`config.mk`:
```
export PLATFORM = sky130hd
export DESIGN_NAME = serial_tx
export DESIGN_NICKNAME = d
export VERILOG_FILES = /design/src/rtl/serial_pkg.sv /design/src/rtl/serial_tx_bit_timer.sv /design/src/rtl/serial_tx.sv
export SDC_FILE = /design/constraint.sdc
export NUM_CORES = 1
export LEC_CHECK = 0
export ABC_AREA = 1
export ABC_CLOCK_PERIOD_IN_PS = 2100
export CAP_MARGIN = 40
export CORE_MARGIN = 2
export CORE_UTILIZATION = 47
export DETAILED_ROUTE_END_ITERATION = 10
export GPL_TIMING_DRIVEN = 0
export PLACE_DENSITY = 0.73
export SYNTH_ARGS = -nofsm -noshare
export SYNTH_HDL_FRONTEND = slang
export SYNTH_SLANG_ARGS = --single-unit
```
`constraint.sdc`:
```
create_clock -name clk -period 2.1 [get_ports clk]
set_input_delay 0.315 -clock clk [delete_from_list [all_inputs] [get_ports clk]]
set_output_delay 0.315 -clock clk [all_outputs]
set_load 0.005 [all_outputs]
```
`src/rtl/serial_pkg.sv`:
```
// Shared definitions for the single-wire serial link (transmitter and receiver).
package serial_pkg;

  typedef enum logic [1:0] {
    IDLE  = 2'd0,
    START = 2'd1,
    DATA  = 2'd2,
    STOP  = 2'd3
  } state_e;

  localparam logic LINE_IDLE  = 1'b1;
  localparam logic LINE_START = 1'b0;

  // Clocks from start-bit falling edge to the end of the stop bit.
  function automatic int unsigned frame_cycles(input int unsigned clks_per_bit,
                                               input int unsigned data_bits);
    return (data_bits + 2) * clks_per_bit;
  endfunction

endpackage

```
`src/rtl/serial_tx_bit_timer.sv`:
```
// Bit-period counter: counts 0..CLKS_PER_BIT-1 while enabled, pulses bit_done_o on the last clock.
module bit_timer #(
  parameter int CLKS_PER_BIT = 16
) (
  input  logic clk,
  input  logic reset,
  input  logic clear_i,
  output logic bit_done_o
);

  localparam int CW = (CLKS_PER_BIT > 1) ? $clog2(CLKS_PER_BIT) : 1;

  logic [CW-1:0] clk_cnt_q;

  assign bit_done_o = !clear_i && (clk_cnt_q == CW'(CLKS_PER_BIT - 1));

  always_ff @(posedge clk) begin
    if (!reset || clear_i) begin
      clk_cnt_q <= '0;
    end else if (bit_done_o) begin
      clk_cnt_q <= '0;
    end else begin
      clk_cnt_q <= clk_cnt_q + 1'b1;
    end
  end

endmodule

```
`src/rtl/serial_tx.sv`:
```
// Framed LSB-first serial transmitter: start bit, DATA_BITS payload, stop bit, fixed bit period.
module serial_tx
  import serial_pkg::*;
#(
  parameter int CLKS_PER_BIT = 16,
  parameter int DATA_BITS    = 8
) (
  input  logic                 clk,
  input  logic                 reset,
  input  logic [DATA_BITS-1:0] tx_data,
  input  logic                 tx_valid,
  output logic                 tx_ready,
  output logic                 tx,
  output logic                 busy
);

  localparam int IW = $clog2(DATA_BITS);

  state_e               state_q;
  logic [DATA_BITS-1:0] shift_q;
  logic [IW-1:0]        bit_idx_q;
  logic                 tx_q;
  logic                 ready_q;
  logic                 busy_q;
  logic                 bit_done;

  // Timer is held at zero while idle so the start bit gets a full period from the accept edge.
  bit_timer #(
    .CLKS_PER_BIT(CLKS_PER_BIT)
  ) u_bit_timer (
    .clk       (clk),
    .reset     (reset),
    .clear_i   (state_q == IDLE),
    .bit_done_o(bit_done)
  );

  always_ff @(posedge clk) begin
    if (!reset) begin
      state_q   <= IDLE;
      tx_q      <= LINE_IDLE;
      ready_q   <= 1'b1;
      busy_q    <= 1'b0;
      bit_idx_q <= '0;
    end else begin
      case (state_q)
        IDLE: begin
          if (tx_valid && ready_q) begin
            shift_q   <= tx_data;
            state_q   <= START;
            tx_q      <= LINE_START;
            ready_q   <= 1'b0;
            busy_q    <= 1'b1;
            bit_idx_q <= '0;
          end
        end
        START: begin
          if (bit_done) begin
            state_q   <= DATA;
            tx_q      <= shift_q[0];
            bit_idx_q <= '0;
          end
        end
        DATA: begin
          if (bit_done) begin
            if (bit_idx_q == IW'(DATA_BITS - 1)) begin
              state_q <= STOP;
              tx_q    <= LINE_IDLE;
            end else begin
              // tx is registered, so the next bit is taken from shift_q[1] before the shift lands.
              shift_q   <= shift_q >> 1;
              tx_q      <= shift_q[1];
              bit_idx_q <= bit_idx_q + 1'b1;
            end
          end
        end
        STOP: begin
          if (bit_done) begin
            state_q <= IDLE;
            ready_q <= 1'b1;
            busy_q  <= 1'b0;
          end
        end
        default: begin
          state_q <= IDLE;
          tx_q    <= LINE_IDLE;
          ready_q <= 1'b1;
          busy_q  <= 1'b0;
        end
      endcase
    end
  end

  assign tx       = tx_q;
  assign tx_ready = ready_q;
  assign busy     = busy_q;

endmodule

```
### Word level (Yosys, flattened, before mapping)

Index checks and enable logic that the tools add are counted.
Widths: inputs -> output; s select.

* reduce and logical (&&, ||, !) cells: 15
* eq/ne operators: 11
* add/sub/neg operators: 2
* multiplexer cells: 25

Operators by type and width (count)
* $mux 8: 3
* $pmux 8 s2: 1
* $reduce_and 5->1: 3
* $mux 3: 4
* $ne 2x2->1 const B: 6
* $mux 2: 5
* $pmux 3 s3: 1
* $pmux 2 s4: 1
* $mux 1: 7
* $add 4x1->4 const B: 1
* $eq 2x2->1 const B: 2
* $eq 4x4->1 const B: 1
* $pmux 1 s2: 2
* $reduce_and 4->1: 1
* $reduce_bool 2->1: 2
* $add 3x1->3 const B: 1
* $eq 3x3->1 const B: 1
* $pmux 1 s3: 1
* $reduce_and 3->1: 1
* $reduce_bool 3->1: 1
* $eq 2x1->1 const B: 1
* $logic_and 1x1->1: 2
* $logic_not 1->1: 2
* $logic_not 2->1: 1
* other kinds (2): 2

* input bits: 11
* bits in registers: 20
* word-level logic and storage cells: 60

### Logic depth before layout (Yosys ltp)

Gate-level depths: netlist of the first run.

* word-level depth: 5
* gate-level depth with buffers: 10

### Hierarchy

From an unflattened synthesis of the first run, not the netlist that was laid out.

* cells, all modules: 139
* area total of the unflattened synthesis: 1092.3 um^2

Modules (own cells, without submodules)
* serial_tx: area each 922.1 um^2, sequential area each 400.4 um^2, cells an instance 119, times used 1
* bit_timer: area each 170.2 um^2, sequential area each 80.1 um^2, cells an instance 20, times used 1

### Worst setup path after synthesis of the first run

OpenSTA, ideal clock, no wires.

* path type: register to register
* from: register state_q[0]
* to: register shift_q[0] (enable)
* arrival: 1.665 ns
* cell stages (with the launch flop): 7
* period minus slack after synthesis: 2.048 ns
* slack: 0.052 ns
* cell sequence: dfxtp_1 -> inv_1 -> ha_1 -> buf_2 -> inv_1 -> a21oi_1 -> nor3_1

* word-level cells in the longest chain between the ends: 5

RTL lines
* start, declared: line serial_tx.sv:19 `state_e state_q;`
* start signal, assigned: line serial_tx.sv:39 `state_q <= IDLE;`
* start signal, assigned: line serial_tx.sv:49 `state_q <= START;`
* start signal, assigned: line serial_tx.sv:58 `state_q <= DATA;`
* $logic_not 2->1: line serial_tx.sv:33, serial_tx.sv:45
* $logic_not 1->1: line serial_tx_bit_timer.sv:15 `assign bit_done_o = !clear_i && (clk_cnt_q == CW'(CLKS_PER_BIT - 1));`
* $logic_and 1x1->1: line serial_tx_bit_timer.sv:15
* $ne 2x2->1 (no source line)
* $reduce_and 5->1 (no source line) *
* end signal, assigned: line serial_tx.sv:48 `shift_q <= tx_data;`
* end signal, assigned: line serial_tx.sv:70 `shift_q <= shift_q >> 1;`
* end, declared: line serial_tx.sv:20 `logic [DATA_BITS-1:0] shift_q;`

Mark *: on every way between the ends. The rest lies on a longest branch, timed or not.
A chain may end at the register's enable or synchronous reset.

### Worst setup path in the final report of the first run

* from: register state_q[0]
* to: register shift_q[6] (enable)

The elaborated chain is that of the path after synthesis.

==> summary.md, run 1 <==
| Metric | Value |
|---|---|
| Cells after DPL | 165 |
| Cell with the most instances after synthesis | nand2_1 |
| Crit Path Max Fanout | 6 |
| IO Count | 14 |
| Power per cell area | 1280 mW/mm2 |
| Area of the placeable core | 0.00198 mm2 |
| Max-slew headroom | 0.744 |
| DR vias | 802 |
| Share of Yosys cell area claimed by the top area cell type | 0.239 |
| Num CTS Buffers | 3 |
| I/O Buffers | 13 |
| Final Util | 0.609 |
| Peak VDD IR | 927 uV |
| Number of enable flip-flop cells after synthesis | 8 |
| Clk buf depth | 2 |
| Outcome | finished, final reports clean |
| RSZ-0062 raised after global routing | false |
| Worst slew pin tran | 0.384 ns |
| DRC viols | 0 |
| Final ANT Viol Nets | 0 |
| Multi-input combinational cell area | 474 um2 |
| Core Rows | 16 |
| Largest stage delay on the critical path | approximately 0.40 ns |
| Commonest register cell after synthesis | dfxtp_1 |
| Total GRT Usage | 0.165 |
| Diode count | 0 |
| Die footprint | ~0.0025 mm2 |
| Largest net degree at the start of global routing | 12 |
| Syn Nets | 144 |
| Setup Skew | 0.00442 ns |
| Min-Delay Path Class | register to register |
| Non-filler cells, final | approximately 170 |
| Area delta synth->final | 19.9% |
| Avg WL per Cell | 10.6 um |
| H-tree levels | 1 |
| WP data required | ~2.1 ns |
| Static Leakage | about 0.55 nW |
| Global route total overflow | 0 |
| Post-route minimum period | 1.91 ns |
| Slowest-stage cell, CP | dfxtp_1 |
| Clock Tree Root | clkbuf_4 |
| Clock Sinks | 20 |
| Initial Util | 0.508 |
| Initial antenna violation count | 0 |
| Sequential cell area | approximately 480 um2 |
| Yosys warnings | 0 |
| Fill cell count | 166 |
| First-pass GRT wire length | approximately 3.2 mm |
| Final max-slew violation count | 0 |
| Drt pass-1 iters | 4 |
| Clock slew at reported path FFs | ~0.10 ns |
| Final RePlAce weighted congestion | 0.800 |
| Slack of the worst reg-to-reg path | 0.19 ns |
| Largest area contributor in the netlist | dfxtp_1 |
| Sequential-to-total area share from yosys stat | 0.477 |
| Final hold vios | 0 |
| Crit end category | register |
| CP cell instances | inv_1, ha_1, nor2_2, nand2_2, nor2_1, a21oi_1, nor3_2, buf_2 |
| WS Path Type | register to register |
| Vias in the first global route | 758 |
| Setup violations, final | 0 |
| Post-synth top cells | nand2_1, inv_1, dfxtp_1, nor2_1, ha_1 |
| CTS tree | yes |
| Final HPWL DP | 1.39 mm |
| DR vias/cell | 4.75 |
| Top cells by area, synth | dfxtp_1, edfxtp_1, nand2_1 |
| Crit path capture | shift_q[6] |
| Mapped Area | around 0.0010 mm2 |
| Initial DRC Count | 17 |
| Max Cap Viol | 0 |
| Die Span X | 50.3 um |
| Startpoint types | register |
| Synth cell types | 19 |
| Drt total wl | 1.78 mm |
| Synth Area per Inst | 8.12 um2 |
| Syn Inst Count | 124 |
| Power consumption | 0.00154 W |
| Count of state elements after synthesis | 20 |
| WP buf/inv | 2 |
| DIE HEIGHT | between 50 and 60 um |
| Kind of cell adding the most delay to the critical path | simple AND/OR/NAND/NOR gates |
| Layout cells sized above 1 | 0.0845 |
| Worst EP arrival | slightly below 2 ns |
| CP Depth | 8 |
| Fmax | 0.522 GHz |
| FF-to-FF path depth | 8 |
| Worst Setup SP | state_q[0] |
| FFs w/ async S/R, synth | 0 |
| RR Startpoint | state_q[0] |
| Worst-Skew Late Latency | 0.30 ns |
| Final Cycle Share | 0.912 |
| R2R Path End | shift_q[6] |
| Layout Nets | 163 |
[cells by family (layout without fill, tap and decap cells)]
family                     after synthesis  count (layout)  synth area share
AOI/OAI and AO/OA                       11              11            0.0596
and+or+nand+nor                         69              69             0.294
adders and majority gates                9               9             0.112
DFF                                     20              20             0.477
buffers and inverters                   15              33            0.0571
[placed cells by master (no fill, tap or decap)]
cell / instances
nand2_1: 43
inv_1: 13
clkdlybuf4s50_1: 13
nor2_1: 12
dfxtp_1: 12
ha_1: 9
a21oi_1: 8
edfxtp_1: 8
nand3_1: 3
nand4_1: 3
clkbuf_4: 3
buf_2: 2
o211ai_1: 2
inv_2: 1
nor2_2: 1
nand2_2: 1
nor3_2: 1
or2_1: 1
nand2_4: 1
or2_2: 1
nand3_2: 1
nor3_1: 1
o21ai_1: 1
clkbuf_1: 1
[worst min path at each step]
| stage | start | end | slack [ns] | cells past startpoint |
|---|---|---|---|---|
| 6_report | u_bit_timer.clk_cnt_q[0] | u_bit_timer.clk_cnt_q[0] | 0.46 | 1 |
| 3_3_place_gp | u_bit_timer.clk_cnt_q[0] | u_bit_timer.clk_cnt_q[0] | 0.43 | 1 |
| 2_1_floorplan | reset | tx_ready | 0.41 | 1 |
| 5_1_grt | u_bit_timer.clk_cnt_q[0] | u_bit_timer.clk_cnt_q[0] | 0.48 | 1 |
| 3_5_place_dp | u_bit_timer.clk_cnt_q[0] | u_bit_timer.clk_cnt_q[0] | 0.44 | 1 |
| 4_1_cts | u_bit_timer.clk_cnt_q[0] | u_bit_timer.clk_cnt_q[0] | 0.46 | 1 |
[final cells by class]
cell class              count  share of cell area
inverters                  14              0.0435
multi-input cells          89               0.393
well taps                  27              0.0280
plain buffers               1             0.00415
repair buffers             14               0.112
clock buffers               4              0.0218
flip-flops and latches     20               0.398
[repair_timing]
| item | CTS | global route |
|---|---|---|
| endpoints found under the hold margin | 0 | 0 |
| gates resized for setup | 1 | 1 |
| endpoints found under the setup margin | 6 | 6 |
| buffers inserted | 0 | 0 |
| pin swaps | 0 | 0 |
| hold buffers | 0 | 0 |
[routing by layer]
layer	track usage	up-vias	share of wire	routed length [um]
met5	0	-	0	0
met4	0.0405	0	0.0067	12
met3	0.0536	2	0.041	73
met2	0.265	13	0.49	873
met1	0.214	354	0.46	822
li1	-	433	-	-
[stage by stage]
step                      TNS, ns  hold WS [ns]  worst slack [ns]  cell area [um2]
after global placement      -2.62         0.429            -0.328             1170
after CTS                       0         0.459            0.0867             1210
after detailed placement  -0.0546         0.443          -0.00920             1180
final                           0         0.456             0.185             1210
after floorplan                 0         0.414            0.0521             1010
after global routing            0         0.475           0.00187             1210
[report_power, final]
part           internal [W]  total, W  switching (W)
Clock             0.0000739  0.000186       0.000112
Combinational      0.000296  0.000770       0.000473
Sequential         0.000534  0.000586      0.0000521
Total              0.000904   0.00154       0.000638
[registers in the layout (all words and copies together) (netlist names)]
signal / count
state_q: 2
u_bit_timer.clk_cnt_q: 4
tx_ready: 1
busy: 1
shift_q: 8
bit_idx_q: 3
tx: 1
Note: power is estimated with default switching activity, not from simulation.
==> run 2: changes to the inputs <==
--- a/config.mk
+++ b/config.mk
@@ -13,6 +13,7 @@
 export DETAILED_ROUTE_END_ITERATION = 10
 export GPL_TIMING_DRIVEN = 0
 export PLACE_DENSITY = 0.73
+export SETUP_SLACK_MARGIN = 0.5
 export SYNTH_ARGS = -nofsm -noshare
 export SYNTH_HDL_FRONTEND = slang
 export SYNTH_SLANG_ARGS = --single-unit
==> run 2 against run 1 <==
Clock power increased by 72%. Register-to-register slack improved by 0.36 ns. Critical endpoint is now shift_q[1]. Clock-buffer cell count fell by 1. Sequential share of layout area down 4.4 points. Largest cell class is now multi-input combinational cells. Power grew 24%. Core utilization increased by 9.0 points. Largest power group unchanged. Clock skew increased by 0.0084 ns. Critical path type unchanged.
==> summary.md, run 2 (synthesis results as in run 1) <==
| Metric | Value |
|---|---|
| DRC viols | 0 (unchanged) |
| Drt total wl | 2.04 mm (+14%) |
| Min-Delay Path Class | register to register |
| Worst slew pin tran | 0.412 ns (+0.0278 ns) |
| Final RePlAce weighted congestion | 0.781 (-2.3%) |
| Fmax | 0.641 GHz (+23%) |
| Global route total overflow | 0 (unchanged) |
| I/O Buffers | 13 (unchanged) |
| Final Cycle Share | 0.742 (-0.169) |
| Num CTS Buffers | 3 (unchanged) |
| FF-to-FF path depth | 8 (unchanged) |
| DIE HEIGHT | 50.3 um (unchanged) |
| H-tree levels | 1 (unchanged) |
| Final ANT Viol Nets | 0 (unchanged) |
| Clk buf depth | 2 (unchanged) |
| Startpoint types | register |
| Hold Crit Depth | 1 (unchanged) |
| Largest net degree at the start of global routing | 13 (+1) |
| Vias in the first global route | 784 (+3.4%) |
| DR vias/cell | 4.98 (+5.0%) |
| IO Count | 14 (unchanged) |
| Total GRT Usage | 0.177 (+0.0123) |
| CP cell instances | ha_4, ha_4, inv_2, nand2_2, nor2_2, a21oi_2, nor3_4, buf_12 |
| Worst-Skew Late Latency | 0.31 ns (about the same) |
| Drt pass-1 iters | 4 (unchanged) |
| Sum of negative setup slack | 0 ns (unchanged) |
| Max-slew headroom | 0.726 (-0.0185) |
| Clock slew at reported path FFs | 0.12 ns (+0.02 ns) |
| Worst hold endpoint | u_bit_timer.clk_cnt_q[0] |
| CTS tree | yes |
| DR vias | 872 (+8.7%) |
| Worst slack, placed | 0.267 ns (+0.276 ns) |
| Power per cell area | 1380 mW/mm2 (+8.2%) |
| Final worst slack | 0.541 ns (+0.356 ns) |
| Static Leakage | 0.601 nW (+8.5%) |
| Slack of the worst reg-to-reg path | 0.54 ns (+0.36 ns) |
| Crit path top cell by count | ha_4 |
| Core Rows | 16 (unchanged) |
| HP Start | u_bit_timer.clk_cnt_q[0] |
| Final hold vios | 0 (unchanged) |
| WP buf/inv | 2 (unchanged) |
| Die Span X | 50.3 um (unchanged) |
| Outcome | finished, final reports clean |
| Commonest non-fill, non-tap cell in the layout | nand2_1 |
| Peak VDD IR | 1010 uV (+9.3%) |
| Clock Sinks | 20 (unchanged) |
| Final Util | 0.699 (+0.0896) |
| Diode count | 0 (unchanged) |
| Area delta synth->final | 37.5% |
| Post-cts hold buffer count | 0 (unchanged) |
| Setup Skew | 0.0128 ns (+0.00841 ns) |
| Worst Setup SP | bit_idx_q[1] |
| Biggest register | shift_q |
| Crit end category | register |
| Commonest cells after routing, fill and taps aside | nand2_1, clkdlybuf4s50_1, nor2_1, inv_1 |
| Avg WL per Cell | 11.6 um (+10%) |
| Post-route minimum period | 1.56 ns (-0.356 ns) |
| Initial antenna violation count | 0 (unchanged) |
| RR Startpoint | bit_idx_q[1] |
| Largest regs | shift_q x8, u_bit_timer.clk_cnt_q x4, bit_idx_q x3 |
| Worst EP arrival | 1.59 ns (-0.34 ns) |
| Hold WS | 0.424 ns (-0.0314 ns) |
| Max reg flops | 8 (unchanged) |
| Multi-input combinational cell area | 544 um2 (+15%) |
| Initial DRC Count | 9 (-8) |
| Max Cap Viol | 0 (unchanged) |
| Initial Util | 0.508 (unchanged) |
| Largest stage delay on the critical path | 0.35 ns (-0.05 ns) |
| Fill cell count | 163 (-1.8%) |
| Crit Path Max Fanout | 8 (+2) |
| Layout Nets | 169 (+3.7%) |
| WS Path Type | register to register |
| R2R Path End | shift_q[1] |
| Clock Tree Root | clkbuf_4 |
| Die footprint | 0.00253 mm2 (unchanged) |
| First-pass GRT wire length | 3.30 mm (+3.9%) |
| RSZ-0062 raised after global routing | false |
| Final HPWL DP | 1.47 mm (+5.3%) |
| Sequential cell area | 490 um2 (+2.1%) |
| Setup violations, final | 0 (unchanged) |
| Layout cells sized above 1 | 0.223 (+0.138) |
| Kind of cell adding the most delay to the critical path | simple AND/OR/NAND/NOR gates |
| WP data required | 2.14 ns (+0.03 ns) |
| Area of the placeable core | 0.00198 mm2 (unchanged) |
| Final max-slew violation count | 0 (unchanged) |
| Slowest-stage cell, CP | dfxtp_1 |
## run 2: cell types whose count changed in the layout (fill, tap and decap cells not counted), sizes merged
cell	before	now
buf	2	8
bufinv	0	1
clkbuf	4	3
## run 2: what timing repair did
| item | CTS | global route |
|---|---|---|
| buffers inserted | 4 | 3 |
| endpoints found under the setup margin | 8 | 8 |
| pin swaps | 2 | 5 |
| resized for setup | 3 | 13 |
| cloned | 0 | 0 |
## run 2: through the flow
stage	std cells	total power (W)	cell area, um2
6_report	175	0.00191	1390
4_1_cts	172	0.00185	1310
2_1_floorplan	124	0.00122	1040
3_3_place_gp	164	0.00140	1210
5_1_grt	175	0.00207	1390
3_5_place_dp	164	0.00145	1210
## run 2: how the worst max path moves through the flow
stage	to	slack [ns]	depth (start not counted)
2_1_floorplan	shift_q[0]	0.50	7
3_3_place_gp	shift_q[4]	0.31	3
3_5_place_dp	shift_q[4]	0.27	3
4_1_cts	shift_q[1]	0.50	8
5_1_grt	shift_q[1]	0.48	8
6_report	shift_q[1]	0.54	8
## run 2: power by group
part           switching (W)  internal, W  total, W
sequential         0.0000553     0.000548  0.000603
clock               0.000126     0.000193  0.000319
combinational       0.000553     0.000438  0.000991
total               0.000734      0.00118   0.00191
## run 2: routing by layer
| layer | global-route usage | vias up | part of all wire |
|---|---|---|---|
| met5 | 0 | - | 0 |
| met4 | 0.0811 | 0 | 0.019 |
| met3 | 0.0357 | 4 | 0.024 |
| met2 | 0.296 | 11 | 0.50 |
| met1 | 0.219 | 410 | 0.46 |
| li1 | - | 447 | - |
## run 2: worst register-to-register path: stages, from the launching register on
cell and delay, ns:
dfxtp_1 0.35, ha_4 0.17, ha_4 0.16, inv_2 0.05
nand2_2 0.06, nor2_2 0.12, a21oi_2 0.05, nor3_4 0.19
buf_12 0.15
## run 2: layout make-up
type                            instances  share of cell area
Clock buffer                            3              0.0163
Multi-Input combinational cell         89               0.393
Clock inverter                          1              0.0217
Tap cell                               27              0.0244
Buffer                                  1             0.00813
Inverter                               14              0.0416
Timing Repair Buffer                   20               0.141
Sequential cell                        20               0.354
